### src/rtl/dzcpu_uop_sequencer.sv
// dzcpu micro-program sequencer: opcode capture, LUT dispatch,
// uPC stepping, CB prefix hop and flow-field strobe decode.
module dzcpu_uop_sequencer #(
  parameter int UPC_W        = 8,
  parameter int MAX_FLOW_LEN = 32
) (
  input  logic             iClock,
  input  logic             iReset,
  input  logic [7:0]       iMemData,
  input  logic             iMemReady,
  output logic [7:0]       oMop,
  input  logic [UPC_W-1:0] iLutIdx,
  input  logic [UPC_W-1:0] iCbLutIdx,
  output logic [UPC_W-1:0] oUopAddr,
  input  logic [2:0]       iUopFlow,
  input  logic             iJcb,
  input  logic             iZFlag,
  input  logic             iStall,
  output logic             oUopValid,
  output logic             oPcInc,
  output logic             oFlagUpdate,
  output logic             oInstrDone,
  output logic             oUcodeErr
);

  localparam int CNT_W = $clog2(MAX_FLOW_LEN + 1);
  localparam logic [CNT_W-1:0] CNT_LAST = CNT_W'(MAX_FLOW_LEN - 1);

  typedef enum logic [1:0] {
    FETCH,
    DECODE,
    EXEC,
    CB_DECODE
  } state_e;

  state_e           state_q, state_d;
  logic [UPC_W-1:0] upc_q, upc_d;
  logic [7:0]       mop_q, mop_d;
  logic [CNT_W-1:0] cnt_q, cnt_d;
  logic             err_q, err_d;

  logic flow_inc, flow_fu, flow_end;
  logic run, hold, fire;

  always_comb begin
    flow_inc = 1'b0;
    flow_fu  = 1'b0;
    flow_end = 1'b0;
    unique case (iUopFlow)
      3'd0: ;
      3'd1: flow_inc = 1'b1;
      3'd2: flow_end = 1'b1;
      3'd3: begin flow_inc = 1'b1; flow_end = 1'b1; end
      3'd4: begin flow_fu = 1'b1; flow_end = 1'b1; end
      3'd5: begin
        flow_inc = 1'b1;
        flow_fu  = 1'b1;
        flow_end = 1'b1;
      end
      3'd6: begin flow_inc = 1'b1; flow_end = iZFlag; end
      3'd7: begin flow_inc = 1'b1; flow_end = ~iZFlag; end
    endcase
  end

  // A CB hop needs the prefix operand byte; without it the uop waits.
  assign run  = (state_q == EXEC) && !iStall;
  assign hold = run && !flow_end && iJcb && !iMemReady;
  assign fire = run && !hold;

  assign oUopValid   = fire;
  assign oPcInc      = fire && flow_inc;
  assign oFlagUpdate = fire && flow_fu;
  assign oInstrDone  = fire && flow_end;
  assign oUopAddr    = upc_q;
  assign oMop        = mop_q;
  assign oUcodeErr   = err_q;

  always_comb begin
    state_d = state_q;
    upc_d   = upc_q;
    mop_d   = mop_q;
    cnt_d   = cnt_q;
    err_d   = err_q;
    unique case (state_q)
      FETCH: begin
        if (iMemReady) begin
          mop_d   = iMemData;
          state_d = DECODE;
        end
      end
      DECODE: begin
        upc_d   = iLutIdx;
        cnt_d   = '0;
        state_d = EXEC;
      end
      EXEC: begin
        if (fire) begin
          if (flow_end) begin
            state_d = FETCH;
          end else if (upc_q == '1 || cnt_q == CNT_LAST) begin
            err_d   = 1'b1;
            state_d = FETCH;
          end else begin
            upc_d = upc_q + UPC_W'(1);
            cnt_d = cnt_q + CNT_W'(1);
            if (iJcb) begin
              mop_d   = iMemData;
              state_d = CB_DECODE;
            end
          end
        end
      end
      CB_DECODE: begin
        upc_d   = iCbLutIdx;
        state_d = EXEC;
      end
    endcase
  end

  always_ff @(posedge iClock) begin
    if (iReset) begin
      state_q <= FETCH;
      upc_q   <= '0;
      mop_q   <= 8'h00;
      cnt_q   <= '0;
      err_q   <= 1'b0;
    end else begin
      state_q <= state_d;
      upc_q   <= upc_d;
      mop_q   <= mop_d;
      cnt_q   <= cnt_d;
      err_q   <= err_d;
    end
  end

endmodule

### config.mk
export PLATFORM = sky130hd
export DESIGN_NAME = dzcpu_uop_sequencer
export DESIGN_NICKNAME = d
export VERILOG_FILES = /design/src/rtl/dzcpu_uop_sequencer.sv
export SDC_FILE = /design/constraint.sdc
export NUM_CORES = 1
export LEC_CHECK = 0
export BUFFER_PORTS_ARGS = -buffer_cell sky130_fd_sc_hd__buf_2
export CAP_MARGIN = 25
export CORE_ASPECT_RATIO = 0.8
export CORE_MARGIN = 10
export CORE_UTILIZATION = 49
export CTS_CLUSTER_DIAMETER = 50
export CTS_CLUSTER_SIZE = 24
export DETAILED_ROUTE_END_ITERATION = 10
export PLACE_DENSITY = 0.8
export RECOVER_POWER = 100
export SYNTH_ARGS = -nofsm -noshare
export SYNTH_HDL_FRONTEND = slang
export SYNTH_SLANG_ARGS = --single-unit
### constraint.sdc
create_clock -name iClock -period 1.8 [get_ports iClock]
set_input_delay 0 -clock iClock [delete_from_list [all_inputs] [get_ports iClock]]
set_output_delay 0 -clock iClock [all_outputs]
set_load 0.01 [all_outputs]
==> out/metrics.cfg <==
[critical_path]
crit_fanout = 8
crit_path_end_kind = flop
crit_type = flop to flop
required_ns = 1.96
cp-start-kind = flop
arrival_ns = 1.90

[grt]
grt_remaining_overflow = 0
grt_max_degree = 24
grt_use_total_pct = 14.45
grt_pass1_wl_um = 6451
antenna_found_initial = 0
grt_pass1_vias = 1406

[synth]
synth_seq_area_share_pct = 34.48
netlist_area_um2 = 1451
synthCells = 171
synthTopCellsByArea = dfxtp_1 (34%), nor2_1 (6.7%), mux2i_1 (6.2%)
synth_ff_type = dfxtp_1
synth_top_cell_area_share_pct = 34.48
synth_warnings = 0
yosys.area.top_type = dfxtp_1
synth_edf_count = 0
syn_area_per_cell_um2 = 8.488
syn_nets = 206
synth-seq-cells = 25
synth_cell_types = 46
async_flop_share_pct = 0

[power]
p_leak_nw = 0.7741
p_sw_mw = 0.3724
swShare_pct = 29.92
clock_power_share_pct = 27.7
irDropWorstVdd_v = 0.0005464
p_seq_share_pct = 48.7
power_density_nw_per_um2 = 648.4
combPwrFrac_pct = 23.7
intPower_mw = 0.8721

[placed_design]
place_congestion = 0.7858
port-buffer-count = 53
dpl-instance-area_um2 = 1817
place_inst = 266
dpl.hpwl_um = 3112

[floorplanning]
core_area_um2 = 2808
die_area_um2 = 5553
rows = 17
ios = 54
die_h_um = 68.68
initial_core_util_pct = 51.69
die_w_um = 80.85

[drt]
post-route-drc-count = 0
drt_iter0_markers = 116
num_vias = 1507
drtPass1Iterations = 4
drt_wl_total_um = 4166
ant_nets = 0
avgRoutedWirePerCell_um = 14.93
viasPerCell = 5.401

[sta]
fin_skew_ns = 0.007845
whs_ns = 0.001462
maxSlewViolCount = 0
hold_violations = 0
max_freq_mhz = 572.8
period_minus_slack_ns = 1.746
max_slew.worst_pin.slew_ns = 0.3849
final.period_utilization_pct = 96.99
setup_viol = 0
slew_headroom_pct = 73.68

[hold_path]
hold_path.class = primary input to flop

[clocking]
cts_root_buf = clkbuf_8
ctsHtreeMaxLevel = 1
cts.sinks = 25
cts_tree = yes
clockBufferDepth = 2
clk_latency_ns = 0.28
numCtsBuffers = 3
clk_pin_slew_ns = 0.09

[final_layout]
fillers = 251
layout.nets = 276
final_cells = 279
final_area_um2 = 1919
synthToLayoutAreaGrowth_pct = 32.24
multi_input_area_um2 = 899.6
regArea_um2 = 501.7
layout-drive-gt1-share_pct = 26.25

[job]
cap_violations = 0

[outcome]
status = completed

-- cell type report --
class	instances	area share (%)
flip-flops and latches	25	26.14
multi-input cells	135	46.87
inverters	4	0.7823
repair buffers	72	21.06
diodes	1	0.1304
clock inverters	1	0.3911
clock buffers	3	2.151
well taps	38	2.477
-- final timing paths --
check,start,slack (ns),cells after the start,endpoint
hold reg to reg,oUcodeErr$_SDFFE_PP0P_,0.48,2,oUcodeErr$_SDFFE_PP0P_
hold / removal,iMemReady,0.001,3,state_q[0]$_SDFFE_PP0P_
setup / recovery,cnt_q[1]$_SDFFE_PP0P_,0.05,7,oMop[4]$_SDFFE_PP0P_
setup reg to reg,cnt_q[1]$_SDFFE_PP0P_,0.05,7,oMop[4]$_SDFFE_PP0P_
-- power by group through the flow --
stage	Sequential [mW]	Clock, mW	Combinational (mW)
2_1_floorplan	0.635	0	0.149
3_3_place_gp	0.615	0	0.286
3_5_place_dp	0.616	0	0.289
4_1_cts	0.604	0.349	0.304
5_1_grt	0.610	0.382	0.323
6_report	0.606	0.344	0.294
-- per-layer routing --
layer | GRT usage, % | wire, um | up-vias
met1 | 17.90 | 1837 | 676
met5 | 0 | 0 | -
met4 | 3.448 | 28 | 0
li1 | - | - | 771
met3 | 4.264 | 295 | 6
met2 | 24.31 | 2005 | 54
-- synth_stat cells, types with 2 or more instances --
cell and number:
nor2_1 26, dfxtp_1 25, nand2_1 13, nand3_1 10, a21oi_1 9, mux2i_1 9
o21ai_0 9, o211ai_1 6, xor2_1 5, a211oi_1 4, clkbuf_1 4, inv_1 4
nand2b_1 3, nor3_1 3, xnor2_1 3, a31oi_1 2, buf_6 2, ha_1 2
nor2b_1 2, nor4_2 2, o311ai_0 2, or2b_1 2
-- kinds of logic (layout without fill, tap and decap cells) --
group	after synthesis	after routing	synth area share, %
AND/OR/NAND/NOR	71	71	26.29
AO/OA/AOI/OAI	45	45	22.50
flip-flops	25	25	34.48
buffers and inverters	11	80	3.964
multiplexers	9	9	6.207
XOR/XNOR	8	8	4.828
adder cells (fa/ha/maj)	2	2	1.724
other	0	1	0
-- flip-flops by register name, indices dropped and copies added (netlist names) --
register and cells:
cnt_q 6, oUcodeErr 1, oMop 8, oUopAddr 8
state_q 2
-- timing repair --
action                                 CTS  global route
buffers inserted                         0             0
endpoints found under the hold margin    8             0
setup endpoints to repair                0            12
hold buffers                             8             0
gates resized for setup                  0             4
-- worst max-delay path, cell delays in order, from the launching register on --
cell,delay (ns)
dfxtp_2,0.36
ha_1,0.15
or2b_1,0.25
o22a_4,0.23
a31oi_4,0.19
buf_12,0.16
mux2i_1,0.22
nor2_1,0.07
-- metrics by stage --
step / power [mW] / setup TNS, ns / util, % / worst slack, ns
global placement: 0.9012 / 0 / 64.71 / 0.09219
finish: 1.244 / 0 / 68.36 / 0.05413
detailed placement: 0.9058 / 0 / 64.71 / 0.02921
floorplan: 0.7846 / 0 / - / 0.04813
global route: 1.314 / -0.01752 / 68.27 / -0.01752
CTS: 1.256 / 0 / 69.30 / 0.03309
-- layout by cell type (no fill, tap or decap), types with 2 or more instances in the layout --
master,n
nor2_1,26
clkbuf_1,19
nor2b_1,2
nor3_1,3
inv_1,4
buf_4,5
nand2b_1,3
a31oi_1,2
nand3_1,9
clkbuf_8,3
nor4_2,2
a211oi_1,4
xor2_1,5
mux2i_1,9
nand2_1,13
o21ai_0,9
o211ai_1,6
a21oi_1,9
buf_2,39
o311ai_0,2
xnor2_1,3
dlygate4sd3_1,8
dfxtp_1,24
or2b_1,2
No activity file was read; power rests on OpenSTA's default activity.
